==> config.mk <==
export PLATFORM = sky130hd
export DESIGN_NAME = muldiv_hilo
export DESIGN_NICKNAME = d
export VERILOG_FILES = /design/src/rtl/muldiv_hilo.sv
export SDC_FILE = /design/constraint.sdc
export NUM_CORES = 1
export LEC_CHECK = 0
export CORE_ASPECT_RATIO = 0.7
export CORE_MARGIN = 2
export CORE_UTILIZATION = 35
export DETAILED_ROUTE_END_ITERATION = 10
export MAX_ROUTING_LAYER = met4
export PLACE_DENSITY = 0.57
export SLEW_MARGIN = 25
export SYNTH_ARGS = -nofsm -noshare
export SYNTH_HDL_FRONTEND = slang
export SYNTH_SLANG_ARGS = --single-unit
==> constraint.sdc <==
create_clock -name clk_i -period 18 [get_ports clk_i]
set_input_delay 1.8 -clock clk_i [delete_from_list [all_inputs] [get_ports clk_i]]
set_output_delay 1.8 -clock clk_i [all_outputs]
set_load 0.02 [all_outputs]
==> src/rtl/muldiv_hilo.sv <==
// muldiv_hilo: multi-cycle MULT/MULTU/DIV/DIVU unit writing HI/LO.
// Magnitudes are iterated for WIDTH cycles, and the sign is applied once in FIX.
module muldiv_hilo #(
   parameter int WIDTH = 32,
   parameter int CNT_W = 6
) (
   input  logic             clk_i,
   input  logic             rst_i,
   input  logic             start_i,
   input  logic [1:0]       op_i,
   input  logic [WIDTH-1:0] src1_i,
   input  logic [WIDTH-1:0] src2_i,
   output logic             busy_o,
   output logic             done_o,
   output logic             div_zero_o,
   output logic [WIDTH-1:0] hi_o,
   output logic [WIDTH-1:0] lo_o
);
   localparam logic [1:0] S_IDLE = 2'd0;
   localparam logic [1:0] S_RUN  = 2'd1;
   localparam logic [1:0] S_FIX  = 2'd2;
   localparam logic [1:0] S_DONE = 2'd3;
   logic [1:0]         r_state;
   logic [CNT_W-1:0]   r_cnt;
   logic               r_is_div;
   logic               r_s1;
   logic               r_s2;
   logic               r_dz;
   logic [WIDTH-1:0]   r_a;
   logic [WIDTH-1:0]   r_acc_hi;
   logic [WIDTH-1:0]   r_acc_lo;
   logic [WIDTH-1:0]   r_src1;
   logic [WIDTH-1:0]   r_hi;
   logic [WIDTH-1:0]   r_lo;
   logic               r_div_zero;
   logic               w_start;
   logic               w_s1;
   logic               w_s2;
   logic [WIDTH-1:0]   w_abs1;
   logic [WIDTH-1:0]   w_abs2;
   logic [WIDTH:0]     w_add;
   logic [WIDTH:0]     w_rsh;
   logic               w_ge;
   logic [WIDTH-1:0]   w_diff;
   logic [WIDTH-1:0]   w_nxt_hi;
   logic [WIDTH-1:0]   w_nxt_lo;
   logic [2*WIDTH-1:0] w_prod;
   logic [WIDTH-1:0]   w_quo;
   logic [WIDTH-1:0]   w_rem;
   assign busy_o     = (r_state == S_RUN) || (r_state == S_FIX);
   assign done_o     = (r_state == S_DONE);
   assign div_zero_o = r_div_zero;
   assign hi_o       = r_hi;
   assign lo_o       = r_lo;
   assign w_start = start_i && ((r_state == S_IDLE) || (r_state == S_DONE));
   assign w_s1    = ~op_i[0] & src1_i[WIDTH-1];
   assign w_s2    = ~op_i[0] & src2_i[WIDTH-1];
   assign w_abs1  = w_s1 ? -src1_i : src1_i;
   assign w_abs2  = w_s2 ? -src2_i : src2_i;
   // Multiply step keeps the carry-out of P_hi+mcand as the bit shifted back in.
   assign w_add   = r_acc_lo[0] ? {1'b0, r_acc_hi} + {1'b0, r_a} : {1'b0, r_acc_hi};
   // Divide step: remainder stays below the divisor, so the difference fits WIDTH bits.
   assign w_rsh   = {r_acc_hi, r_acc_lo[WIDTH-1]};
   assign w_ge    = w_rsh >= {1'b0, r_a};
   assign w_diff  = w_rsh[WIDTH-1:0] - r_a;
   always_comb begin
      w_nxt_hi = r_is_div ? (w_ge ? w_diff : w_rsh[WIDTH-1:0]) : w_add[WIDTH:1];
      w_nxt_lo = r_is_div ? {r_acc_lo[WIDTH-2:0], w_ge} : {w_add[0], r_acc_lo[WIDTH-1:1]};
      w_prod   = (r_s1 ^ r_s2) ? -{r_acc_hi, r_acc_lo} : {r_acc_hi, r_acc_lo};
      w_quo    = (r_s1 ^ r_s2) ? -r_acc_lo : r_acc_lo;
      w_rem    = r_s1 ? -r_acc_hi : r_acc_hi;
   end
   always_ff @(posedge clk_i or posedge rst_i) begin
      if (rst_i) begin
         r_state    <= S_IDLE;
         r_cnt      <= '0;
         r_is_div   <= 1'b0;
         r_s1       <= 1'b0;
         r_s2       <= 1'b0;
         r_dz       <= 1'b0;
         r_a        <= '0;
         r_acc_hi   <= '0;
         r_acc_lo   <= '0;
         r_src1     <= '0;
         r_hi       <= '0;
         r_lo       <= '0;
         r_div_zero <= 1'b0;
      end else if (w_start) begin
         r_state  <= S_RUN;
         r_cnt    <= '0;
         r_is_div <= op_i[1];
         r_s1     <= w_s1;
         r_s2     <= w_s2;
         r_dz     <= op_i[1] & ~|src2_i;
         r_a      <= op_i[1] ? w_abs2 : w_abs1;
         r_acc_hi <= '0;
         r_acc_lo <= op_i[1] ? w_abs1 : w_abs2;
         r_src1   <= src1_i;
      end else if (r_state == S_RUN) begin
         r_acc_hi <= w_nxt_hi;
         r_acc_lo <= w_nxt_lo;
         r_cnt    <= r_cnt + 1'b1;
         r_state  <= (r_cnt == CNT_W'(WIDTH - 1)) ? S_FIX : S_RUN;
      end else if (r_state == S_FIX) begin
         r_state    <= S_DONE;
         r_div_zero <= r_dz;
         r_hi       <= r_dz ? r_src1 : (r_is_div ? w_rem : w_prod[2*WIDTH-1:WIDTH]);
         r_lo       <= r_dz ? '1 : (r_is_div ? w_quo : w_prod[WIDTH-1:0]);
      end else if (r_state == S_DONE) begin
         r_state <= S_IDLE;
      end
   end
endmodule

### Word level (Yosys, flattened, before mapping)

Index checks and enable logic that the tools add are counted.

* register bits after elaboration: 205
* input port bits: 69
* output and inout bits: 67
* word-level logic and storage cells: 68

* $add $sub $neg: 8
* magnitude comparators: 1
* eq/ne operators: 4
* multiplexer cells: 26
* bitwise operators: 7
* reduce and logical (&&, ||, !) cells: 9

Operators by type and width (number)
* 2-to-1 mux 32 bit: 17
* negator 32 bit: 4
* 2-to-1 mux 64 bit: 1
* negator 64 bit: 1
* adder 32 x 32 -> 33 bit: 1
* greater-or-equal comparator 33 x 32 -> 1 bit: 1
* 2-to-1 mux 33 bit: 1
* OR reduction 32 bit: 1
* subtractor 32 bit: 1
* 2-to-1 mux 6 bit: 2
* 2-to-1 mux 2 bit: 5
* adder 6 x 1 -> 6 bit, second input constant: 1
* equality test 6 x 5 -> 1 bit, second input constant: 1
* equality test 2 bit, second input constant: 2
* nonzero test 4 bit: 1
* AND 1 bit: 3
* NOT 1 bit: 3
* AND reduction 3 bit: 1
* equality test 2 x 1 -> 1 bit, second input constant: 1
* logical NOT 2 bit: 1
* logical OR 1 bit: 2
* nonzero test 2 bit: 1
* logical AND 1 bit: 1
* logical NOT 1 bit: 1
* XOR 1 bit: 1

### Longest topological paths before layout

* word-level depth: 5
* gate-level depth with buffers: 14
* gate-level depth less buffers: 13

### Worst setup path after synthesis

OpenSTA, ideal clock, no wires.

* path type: input to register
* start: in src1_i[4]
* end: reg r_a[29]
* setup time: 125 ps
* data arrival time: 4038 ps
* data required time: 17875 ps
* setup slack: 13838 ps
* cell stages on the path: 9
* path buffers: 0
* path through: or3_1 or4_1 nor3_1 nand3_1 nor3_1 a21oi_1 xnor2_1 o21ai_0 mux2_2

* word-level cells in the longest chain between the ends: 3

RTL lines
* from (decl): line 11 `input logic [WIDTH-1:0] src1_i,`
* negator 32 bit: line 58 `assign w_abs1 = w_s1 ? -src1_i : src1_i;`
* 2-to-1 mux 32 bit: line 58
* 2-to-1 mux 32 bit: line 95 `r_a <= op_i[1] ? w_abs2 : w_abs1;`
* to (signal assigned): line 95
* to (decl): line 29 `logic [WIDTH-1:0] r_a;`

Every way passes these cells.
A chain may end at the register's enable or synchronous reset.

### Final worst setup path

* start: in src2_i[8]
* end: reg r_a[29]

* word-level cells in the longest chain between the ends: 3

RTL lines
* from (decl): line 12 `input logic [WIDTH-1:0] src2_i,`
* negator 32 bit: line 59 `assign w_abs2 = w_s2 ? -src2_i : src2_i;`
* 2-to-1 mux 32 bit: line 59
* 2-to-1 mux 32 bit: line 95

Every way passes these cells.

==> impl_summary.txt <==
----------------------------------------------------
[Floorplan]
  Number of rows created at floorplan ... 66
  DIE AREA ... 48400 sq um
  Effective utilization at floorplan ... 35.3%
  Horizontal extent of the die ... 262 um
  Total I/O pin count ... 136
  Core area ... 46200 sq um
  DIE HEIGHT ... 185 um

[Placement]
  Number of port buffers ... 135
  Final estimated routing congestion in global placement ... 0.969
  Detailed placer's ending HPWL ... 49300 um

[Worst hold path]
  Path category of the worst min-delay check ... reg2reg
  Worst hold path stage count ... 2

[Setup path]
  Critical path endpoint category ... register
  Setup slack on the worst flop-to-flop path ... 13.78 ns
  Sort of element at the start of the critical path ... input pin
  Depth of the most critical reg-to-reg path ... 13
  Critical path class ... in2reg
  CP Data Arrival Time ... 5.32 ns
  Worst-path maximum fanout ... 6
  Critical path data required time ... 18.44 ns

[Yosys]
  Share of synthesized flip-flops with an asynchronous set or reset ... 100%
  Top FF cell, synth ... dfrtp_1
  Mean instance size in the synthesized netlist ... 7.93 sq um
  Gate Count Post-Synth ... 2058
  Post-synth EDFFs ... 0
  Area share of the largest cell type after synthesis ... 31.4%
  Post-synthesis sequential area ratio ... 31.4%
  Flop and latch count out of synthesis ... 205
  Number of different library cells in the post-synthesis netlist ... 74
  Post-synthesis cell area ... 16300 sq um
  Most area-consuming cells after synthesis ... dfrtp_1 (31%), nand2_1 (6.8%), o21ai_0 (5.6%)
  Library cell occupying the most area in the post-synthesis netlist ... dfrtp_1
  Post-synth net total ... 2201
  Yosys warning count ... 0

[Detailed routing]
  DRC errors left ... 0
  Remaining number of nets flagged by the antenna check after routing ... 0
  Wire length after detailed routing ... 64000 um
  Drt pass-1 iters ... 6
  Average routed wire per standard cell ... 23.3 um
  First DRT Iteration DRCs ... 1742
  Drt via density ... 5.82
  Number of vias in the routed layout ... 16000

[Clock tree]
  Post CTS Setup Buffer Count ... 0
  CTS-repair resized insts ... 0
  Post-cts hold buffer count ... 0
  Clock Sink Count ... 205
  CTS Buf Count ... 23
  Clock root buffer master ... clkbuf_16
  Buffers from clock root to sink, at most ... 3
  CTS tree ... yes
  H-Tree Level Count ... 1
  Clock transition time at the flip-flop clock pins of the worst setup and hold paths ... 0.07 ns
  Clock Latency Late Sink ... 0.56 ns

[Global route]
  Global-route usage over all layers ... 26.9%
  Vias in the first global route ... 14400
  Overall overflow remaining after global route ... 0
  Wire length of the first global-routing pass ... 94900 um
  Pin count of the biggest net entering global routing ... 146
  Initial antenna violation count ... 1

[Timing]
  Worst hold slack ... 0.475 ns
  Worst rel slew slack ... 25.7%
  Count of final max-slew check failures ... 0
  # setup viols final ... 0
  RSZ-0062 raised after global routing ... no
  Period utilisation layout ... 27.1%
  Post-layout minimum cycle time ... 4.88 ns
  Number of failing hold endpoints at the final stage ... 0
  Sum of negative setup slack ... 0 ns
  Achievable Freq ... 0.205 GHz
  Worst Skew ... 0.0217 ns
  Slew at the pin closest to its max-slew limit ... 1.11 ns

[Power and ir drop]
  Worst vdd rail ir drop ... 0.0792 mV
  Leak ... 8.02 nW
  Power density over cell area ... 231 nW/um^2

[Job]
  Max-capacitance violation count ... 0

[Status]
  Outcome ... complete, no violations

[Final layout]
  Fraction of final layout cells sized beyond drive strength 1 ... 5.02%
  Post-layout nets ... 2261
  Synthesis-to-layout area growth ... 16.4%
  Final core utilization ... 41.0%

----------------------------------------------------
flip-flops by register name, summed over array words and instances (netlist names):
signal      count
lo_o           32
div_zero_o      1
r_is_div        1
hi_o           32
r_state         2
r_cnt           6
r_a            32
r_acc_lo       32
r_s2            1
r_acc_hi       32
r_s1            1
r_src1         32
r_dz            1
metal layers:
layer	vias up	routed length (um)	track usage [%]
met3	64	6910	7.23
li1	7489	-	-
met5	-	0	-
met2	688	24400	34.1
met4	0	1140	4.38
met1	7748	31600	41.8
stage by stage:
stage | power, W | worst slack, ns | instances | cell area, sq um
2_1_floorplan | 0.00287 | 10.60 | 2058 | 16300
3_3_place_gp | 0.00378 | 12.69 | 2704 | 18200
3_5_place_dp | 0.00380 | 12.67 | 2705 | 18200
4_1_cts | 0.00433 | 13.24 | 2745 | 19000
5_1_grt | 0.00471 | 12.93 | 2746 | 19000
6_report | 0.00438 | 13.12 | 2746 | 19000
worst paths after layout:
path                         startpoint           end
setup / recovery              src2_i[8]       r_a[29]
hold / removal               r_src1[23]    r_src1[23]
setup reg to reg           r_acc_lo[31]  r_acc_hi[24]
hold reg to reg              r_src1[23]    r_src1[23]
max in group asynchronous         rst_i      r_is_div
min in group asynchronous         rst_i      hi_o[23]
synthesized netlist by cell type (all sizes together), types with 21 or more instances:
| cell | number |
|---|---|
| inv | 69 |
| a21oi | 176 |
| nand3 | 23 |
| mux2i | 55 |
| nor4 | 21 |
| nand2 | 297 |
| nor2b | 34 |
| o211ai | 56 |
| o31ai | 27 |
| nor3 | 44 |
| a31oi | 21 |
| a21o | 38 |
| or3 | 23 |
| o21ai | 192 |
| dfrtp | 205 |
| ha | 72 |
| mux2 | 22 |
| a211oi | 22 |
| xor2 | 83 |
| xnor2 | 89 |
| nor2 | 164 |
| clkbuf | 108 |
area by class of cell:
class	instances	area, sq um
tap	612	766
inverter	70	275
clock buffer	31	646
multi-input combinational	1658	10500
antenna	1	2.50
sequential	205	5130
timing repair buffer	160	1550
fill	4667	27300
clock inverter	9	143
layout by cell type, fill, tap and decap left out, drive strengths merged, types with 9 or more instances in the layout:
cell / instances
buf: 26
mux2: 22
and2: 13
nand2b: 15
o41ai: 9
a211oi: 22
dfrtp: 205
ha: 72
o21ai: 192
a21oi: 176
clkbuf: 31
o31ai: 27
nor3: 44
o211ai: 56
nand2: 297
a31oi: 21
or3: 23
mux2i: 55
nor4: 21
inv: 72
nand4: 16
xnor2: 89
a21o: 38
and3: 13
nand3: 23
or4: 14
o21a: 10
nor2b: 34
xor2: 83
clkdlybuf4s50: 134
a221o: 17
nor2: 164
cell families after synthesis:
family	Yosys count	synth area share, %
XOR/XNOR	172	9.23
multiplexers	77	4.92
buffers and inverters	195	4.62
AO/OA/AOI/OAI	635	24.2
flip-flops	205	31.4
adder cells (fa/ha/maj)	74	5.77
AND/OR/NAND/NOR	700	19.8
where the power goes:
part,internal (W),switching [W]
Sequential,0.000685,0.000330
Clock,0.000297,0.000216
Combinational,0.00114,0.00172
critical path, cell delays in order:
cell             delay (ns)
clkdlybuf4s50_1        0.48
or4_1                  0.59
nor4_1                 0.46
nand2_1                0.32
nor4b_1                0.87
a21oi_1                0.19
xor2_1                 0.20
nand2_1                0.07
o21ai_0                0.07
mux2_2                 0.27
No activity file was read; power rests on OpenSTA's default activity.
